## config.mk

```make
export PLATFORM = sky130hd
export DESIGN_NAME = bcd_scan_ctrl
export DESIGN_NICKNAME = d
export VERILOG_FILES = /design/src/rtl/bcd_scan_ctrl.sv
export SDC_FILE = /design/constraint.sdc
export NUM_CORES = 1
export LEC_CHECK = 0
export ABC_AREA = 1
export ABC_CLOCK_PERIOD_IN_PS = 3850
export CORE_ASPECT_RATIO = 1.2
export CORE_MARGIN = 4
export CORE_UTILIZATION = 50
export CTS_CLUSTER_DIAMETER = 50
export DETAILED_ROUTE_END_ITERATION = 16
export PLACE_DENSITY = 0.71
export SLEW_MARGIN = 10
export SYNTH_ARGS = -nofsm -noshare
export SYNTH_HDL_FRONTEND = slang
export SYNTH_SLANG_ARGS = --single-unit
export TNS_END_PERCENT = 10
```

## constraint.sdc

```tcl
create_clock -name clk -period 3.85 [get_ports clk]
set_input_delay 0.77 -clock clk [delete_from_list [all_inputs] [get_ports clk]]
set_output_delay 0.77 -clock clk [all_outputs]
set_load 0.1 [all_outputs]
```

## src/rtl/bcd_scan_ctrl.sv

```systemverilog
// bcd_scan_ctrl: time-multiplexed scan of NUM_DIGITS BCD digits onto one
// shared decoder. New digit words land in a shadow register and are copied
// to the display register only at a frame boundary (or while idle), so one
// frame never mixes old and new digits.
module bcd_scan_ctrl #(
  parameter int NUM_DIGITS   = 4,
  parameter int PRESCALE     = 1000,
  parameter int BLANK_CYCLES = 2
) (
  input  logic                    clk,
  input  logic                    rst_n,
  input  logic                    enable,
  input  logic                    load_valid,
  output logic                    load_ready,
  input  logic [4*NUM_DIGITS-1:0] load_data,
  output logic [3:0]              BCD,
  output logic                    bcd_valid,
  output logic [NUM_DIGITS-1:0]   digit_sel,
  output logic                    frame_done,
  output logic                    err_invalid
);

  localparam int CMAX = (PRESCALE > BLANK_CYCLES) ? PRESCALE : BLANK_CYCLES;
  localparam int CW   = $clog2(CMAX) + 1;
  localparam int IW   = (NUM_DIGITS > 1) ? $clog2(NUM_DIGITS) : 1;
  localparam logic [CW-1:0] PS_LAST  = CW'(PRESCALE - 1);
  localparam logic [CW-1:0] BL_LAST  = CW'(BLANK_CYCLES - 1);
  localparam logic [IW-1:0] IDX_LAST = IW'(NUM_DIGITS - 1);

  typedef enum logic [1:0] {IDLE, BLANK, SHOW} state_t;

  state_t                       state, state_nxt;
  logic [CW-1:0]                cnt, cnt_nxt;
  logic [IW-1:0]                idx, idx_nxt;
  logic [NUM_DIGITS-1:0][3:0]   disp, shadow;
  logic                         pending;
  logic                         accept, commit, frame_end, bad_nibble;

  // load_ready is the registered inverse of the pending flag
  assign pending = ~load_ready;
  assign accept  = load_valid & load_ready;
  // frame_end only fires on the last SHOW cycle of the last digit with enable high
  assign commit  = pending & ((state == IDLE) | frame_end);

  // flag any non-decimal nibble in the incoming word
  always_comb begin
    bad_nibble = 1'b0;
    for (int i = 0; i < NUM_DIGITS; i++)
      if (load_data[4*i +: 4] > 4'd9) bad_nibble = 1'b1;
  end

  // state register
  always_ff @(posedge clk or negedge rst_n) begin
    if (!rst_n) begin
      state <= IDLE;
      cnt   <= '0;
      idx   <= '0;
    end else begin
      state <= state_nxt;
      cnt   <= cnt_nxt;
      idx   <= idx_nxt;
    end
  end

  // next-state: blank gap, then show window, advance digit; enable low forces idle
  always_comb begin
    state_nxt = state;
    cnt_nxt   = cnt;
    idx_nxt   = idx;
    frame_end = 1'b0;
    if (!enable) begin
      state_nxt = IDLE;
      cnt_nxt   = '0;
      idx_nxt   = '0;
    end else begin
      case (state)
        IDLE: begin
          state_nxt = BLANK;
          cnt_nxt   = '0;
          idx_nxt   = '0;
        end
        BLANK: begin
          if (cnt == BL_LAST) begin
            state_nxt = SHOW;
            cnt_nxt   = '0;
          end else begin
            cnt_nxt = cnt + CW'(1);
          end
        end
        SHOW: begin
          if (cnt == PS_LAST) begin
            state_nxt = BLANK;
            cnt_nxt   = '0;
            if (idx == IDX_LAST) begin
              idx_nxt   = '0;
              frame_end = 1'b1;
            end else begin
              idx_nxt = idx + IW'(1);
            end
          end else begin
            cnt_nxt = cnt + CW'(1);
          end
        end
        default: state_nxt = IDLE;
      endcase
    end
  end

  // digit storage and handshake; accept and commit are exclusive via pending
  always_ff @(posedge clk or negedge rst_n) begin
    if (!rst_n) begin
      disp        <= {NUM_DIGITS{4'hF}};
      shadow      <= {NUM_DIGITS{4'hF}};
      load_ready  <= 1'b1;
      err_invalid <= 1'b0;
    end else begin
      err_invalid <= accept & bad_nibble;
      if (accept) begin
        shadow     <= load_data;
        load_ready <= 1'b0;
      end else if (commit) begin
        disp       <= shadow;
        load_ready <= 1'b1;
      end
    end
  end

  // registered outputs follow the current state one cycle later; enable low blanks at once
  always_ff @(posedge clk or negedge rst_n) begin
    if (!rst_n) begin
      BCD        <= 4'hF;
      bcd_valid  <= 1'b0;
      digit_sel  <= '0;
      frame_done <= 1'b0;
    end else begin
      BCD        <= 4'hF;
      bcd_valid  <= 1'b0;
      digit_sel  <= '0;
      frame_done <= frame_end;
      if (enable && state == SHOW) begin
        BCD       <= disp[idx];
        bcd_valid <= (disp[idx] <= 4'd9);
        digit_sel <= NUM_DIGITS'(1) << idx;
      end
    end
  end

endmodule
```

==> results.cfg, run 1 <==
[timing]
slew_viol_final = 0
setup_tns_ns = 0
finalSetupViolCount = 0
post-route-period-util_pct = 72.0
fin_skew_ns = 0.00868
finalHoldViolations = 0
tightest_slew_ns = 0.975
rsz0062_at_grt = no
max_freq_mhz = 361
finalCriticalPeriod_ns = 2.77
holdWs_ns = 0.418
finalWorstSetupSlack_ns = 1.08
maxSlewHeadroom_pct = 34.8

[synthesis]
synth_area_leaders = dfstp_2 (33%), dfrtp_1 (18%), nand2_1 (13%), mux2_2 (6.0%), nand3_1 (5.9%)
netlist_area_mm2 = 0.00298
syn_inst = 334
synthDistinctLibCells = 30
synth_seq_cells = 59
synth_nets = 364
synth_top_area_share_pct = 32.6
ys_seq_area_share_pct = 51.1
syn-mean-instance-area_um2 = 8.93
synth_area_leader_cell = dfstp_2
ys_warn_count = 0

[die]
rows = 30
die_y_um = 92.6
start_util_pct = 52.3
ios = 32
die_area_mm2 = 0.00727
core-area_mm2 = 0.00571
fp.dieW_um = 78.5

[route]
postRouteAntennaNets = 0
wl_per_cell_um = 12.9
drt_iter0_markers = 102
drt_first_pass_iters = 4
viasPerCell = 5.02
drc_errors = 0
totalWireLength_um = 5840
num_vias = 2276

[outcome]
status = complete, no violations

[grt]
grt_max_degree = 37
grt_pass1_vias = 2315
grt_pass1_wl_um = 10400
antenna_found_initial = 0
grt_usage_pct = 18.5
grt_remaining_overflow = 0

[clocking]
cts_made_buffers = 9
postCtsResizedCells = 0
cts.sinks = 59
cts_root_buf = clkbuf_8
holdBufCountCts = 0
post_cts.repair.setup_buffers = 0
cts_max_level = 3
cts_tree = done
clock_latency_ns = 0.34
clk_path_buf_depth = 2
clk_pin_slew_ns = 0.06

[place]
pre_cts_ws_ns = 1.43
port_buffers = 31
place_inst = 437
dp_hpwl_um = 4240
place_congestion = 0.847

[final_layout]
fin_cells = 453
fin_util_pct = 61.6
antenna_cells = 0
final_layout_size_suffix_gt1_share_pct = 22.5
nets = 398
layout_commonest_cell = nand2_1
areaGrowthSynthToFinish_pct = 17.8
final_cell_mix = nand2_1 (105), dfstp_2 (37), nand3_1 (35), clkdlybuf4s50_1 (30), inv_1 (25)

[pwr]
irDropWorstVdd_uv = 470
powerDensity_mw_per_mm2 = 693
p_leak_uw = 0.00165

[critical_path]
crit_path_top_delay_cell = clkdlybuf4s50_1
cp.required_ns = 3.08
cp.buffers_inverters = 1
max_stage_delay_ns = 1.13
critical-path-top-delay-family = buffers and inverters
crit_start = load_ready
crit_type = reg2out
path_max_fanout = 3
start_kind = flip-flop
worst-path-stages = 1
crit_path_cell_trace = clkdlybuf4s50_1
crit_arrival_ns = 2.00
r2r_cells = 8
end_kind = output port
r2r-start = cnt[0]

[flow_run]
drv_cap = 0

[min_path]
hold_path.class = in2async
where the power goes:
group | leakage [uW] | internal, uW | switching [uW]
sequential | 0.000692 | 955 | 128
clock | 0.0000928 | 247 | 238
combinational | 0.000868 | 303 | 562
total | 0.00165 | 1500 | 929
flip-flops by register name (all words and copies together) (netlist names):
name / flops
frame_done: 1
load_ready: 1
err_invalid: 1
disp: 16
digit_sel: 4
state: 2
shadow: 16
bcd_valid: 1
cnt: 11
idx: 2
BCD: 4
cell families (layout without fill, tap and decap cells):
logic type | after synthesis | after routing | synth area share (%)
compound gates | 21 | 21 | 4.32
simple gates | 187 | 187 | 28.3
flops | 59 | 59 | 51.1
buf+inv | 40 | 79 | 5.79
mux | 16 | 16 | 6.04
fa+ha+maj | 10 | 10 | 4.20
xor+xnor | 1 | 1 | 0.294
routing by layer:
| layer | global-route usage (%) | vias to the layer above | wire length, um |
|---|---|---|---|
| met5 | 0 | - | 0 |
| met4 | 7.43 | 0 | 95 |
| met3 | 5.54 | 8 | 215 |
| met2 | 32.5 | 46 | 3100 |
| met1 | 20.7 | 1076 | 2430 |
| li1 | - | 1146 | - |
cell usage after synthesis (all sizes together):
master / count
dfstp: 37
mux2: 16
xor2: 1
clkbuf: 2
nor3: 3
a41oi: 1
nand2: 109
buf: 8
dfrtp: 22
a21oi: 1
o21bai: 1
nand4: 4
nand3b: 7
ha: 10
o21ai: 13
nor2: 27
clkinv: 3
o211ai: 4
or2: 2
o22a: 1
nand3: 35
inv: 27
cell type report:
class	count	area [um2]
Clock buffer	11	141
Multi-Input combinational cell	235	1290
Inverter	30	113
Tap cell	80	100
Clock inverter	5	28.8
Fill cell	526	2190
Sequential cell	59	1520
Timing Repair Buffer	33	320
per-stage QoR:
step	power, uW	area (um2)
3_5_place_dp	1960	3340
4_1_cts	2460	3510
6_report	2430	3510
2_1_floorplan	1770	2980
3_3_place_gp	1940	3340
5_1_grt	2620	3510
final timing paths:
kind,endpoint,slack (ns)
min reg2reg,disp[7],0.46
min in group clk,disp[7],0.46
max reg2reg,cnt[1],2.02
max in group asynchronous,shadow[0],2.54
min,cnt[3],0.42
max,load_ready,1.08
(Power assumes the default switching activity.)
==> inputs of run 2 (changes only) <==
ABC_CLOCK_PERIOD_IN_PS = 2400   (was 3850)
PLACE_DENSITY = 0.74   (was 0.71)
clock period = 2.4 ns   (was 3.85 ns; I/O delays follow)
==> results.cfg, run 2 (same netlist as run 1, synthesis figures left out) <==
[outcome]
status = complete, no violations

[clocking]
clk_pin_slew_ns = 0.07
clock_latency_ns = 0.34
cts_made_buffers = 9
cts_root_buf = clkbuf_8
postCtsResizedCells = 0
clk_path_buf_depth = 2
post_cts.repair.setup_buffers = 0
cts_max_level = 3
cts.sinks = 59
holdBufCountCts = 0
cts_tree = done

[timing]
maxSlewHeadroom_pct = 55.9
finalSetupViolCount = 0
finalCriticalPeriod_ns = 1.83
setup_tns_ns = 0
holdWs_ns = 0.116
finalHoldViolations = 0
post-route-period-util_pct = 76.2
tightest_slew_ns = 0.660
slew_viol_final = 0
rsz0062_at_grt = no
fin_skew_ns = 0.00919
max_freq_mhz = 547

[final_layout]
final_layout_size_suffix_gt1_share_pct = 26.0
multi_input_area_mm2 = 0.00129
fin_cells = 453
reg_top3 = disp (16), shadow (16), cnt (11)
antenna_cells = 0
areaGrowthSynthToFinish_pct = 18.3
nets = 398
layout_commonest_cell = nand2_1
fillCellCount = 511
register_area_mm2 = 0.00152
final_cell_mix = nand2_1 (105), dfstp_2 (37), nand3_1 (35), inv_1 (25), nor2_1 (24)

[critical_path]
cp.required_ns = 2.62
end_kind = flip-flop
path_max_fanout = 11
rrSetupSlack_ns = 0.57
reg2reg_to = cnt[1]
start_kind = flip-flop
crit_arrival_ns = 2.05
r2r_cells = 8
r2r-start = cnt[0]
crit_type = reg2reg

[route]
viasPerCell = 5.01
drt_iter0_markers = 88
num_vias = 2269
drc_errors = 0
drt_first_pass_iters = 5
totalWireLength_um = 5870
wl_per_cell_um = 13.0
postRouteAntennaNets = 0

[grt]
grt_usage_pct = 18.3
grt_pass1_wl_um = 10400
antenna_found_initial = 0
grt_max_degree = 39
grt_remaining_overflow = 0
grt_pass1_vias = 2310

[pwr]
irDropWorstVdd_uv = 1200
p_leak_uw = 0.00169
powerDensity_mw_per_mm2 = 1140
total_power_uw = 4030

[die]
die_y_um = 92.6
ios = 32
core-area_mm2 = 0.00571
rows = 30
start_util_pct = 52.3
die_area_mm2 = 0.00727
fp.dieW_um = 78.5

[min_path]
hold_path.class = in2async

[place]
place_congestion = 0.851
port_buffers = 31
place_inst = 437
dp_hpwl_um = 4170

[flow_run]
drv_cap = 0
-- run 2: cell types whose count changed in the layout (fill, tap and decap cells not counted), sizes merged --
cell,previous run,this run
bufinv,0,1
clkdlybuf4s50,30,18
clkbuf,11,10
buf,3,15
inv,27,28
clkinv,8,7
-- run 2: report_power, final --
group,internal (uW),total (uW),switching (uW),leakage [uW]
logic,477,1370,894,0.000886
registers,1530,1750,215,0.000692
clock network,508,912,405,0.000107
-- run 2: layer usage --
metal / part of all wire, % / track usage, % / up-vias
met2: 52 / 31.6 / 42
met4: 1.2 / 8.89 / 0
met3: 3.8 / 4.96 / 6
met5: 0 / 0 / -
met1: 43 / 20.7 / 1074
li1: - / - / 1147
-- run 2: area by class of cell --
class | count | area share (%)
flip-flops and latches | 59 | 43.2
inverters | 30 | 3.19
clock buffers | 10 | 3.90
repair buffers | 33 | 8.59
multi-input cells | 235 | 36.5
well taps | 80 | 2.84
clock inverters | 6 | 1.81
-- run 2: worst max-delay path by stage --
stage	end	slack, ns	depth (start not counted)	start
finish	cnt[1]	0.57	8	cnt[0]
global route	cnt[1]	0.37	8	cnt[0]
CTS	cnt[1]	0.54	8	cnt[0]
detailed placement	disp[12]	0.32	8	enable
global placement	disp[8]	0.38	8	enable
floorplan	shadow[10]	0.67	3	load_ready
-- run 2: per-stage QoR --
step           utilization (%)  cell area (um2)  worst slack (ns)
2_1_floorplan                -             2980             0.671
3_3_place_gp              58.3             3320             0.376
3_5_place_dp              58.3             3320             0.320
4_1_cts                   61.8             3530             0.543
5_1_grt                   61.8             3530             0.369
6_report                  61.8             3530             0.572
-- run 2: critical path, stage by stage, from the launching register on --
cell and delay, ns:
dfrtp_1 0.49, ha_1 0.29, nand2_1 0.13, inv_2 0.12
nand3_1 0.11, nand2_1 0.08, nand2_1 0.25, nand3b_1 0.18
nand2_1 0.06
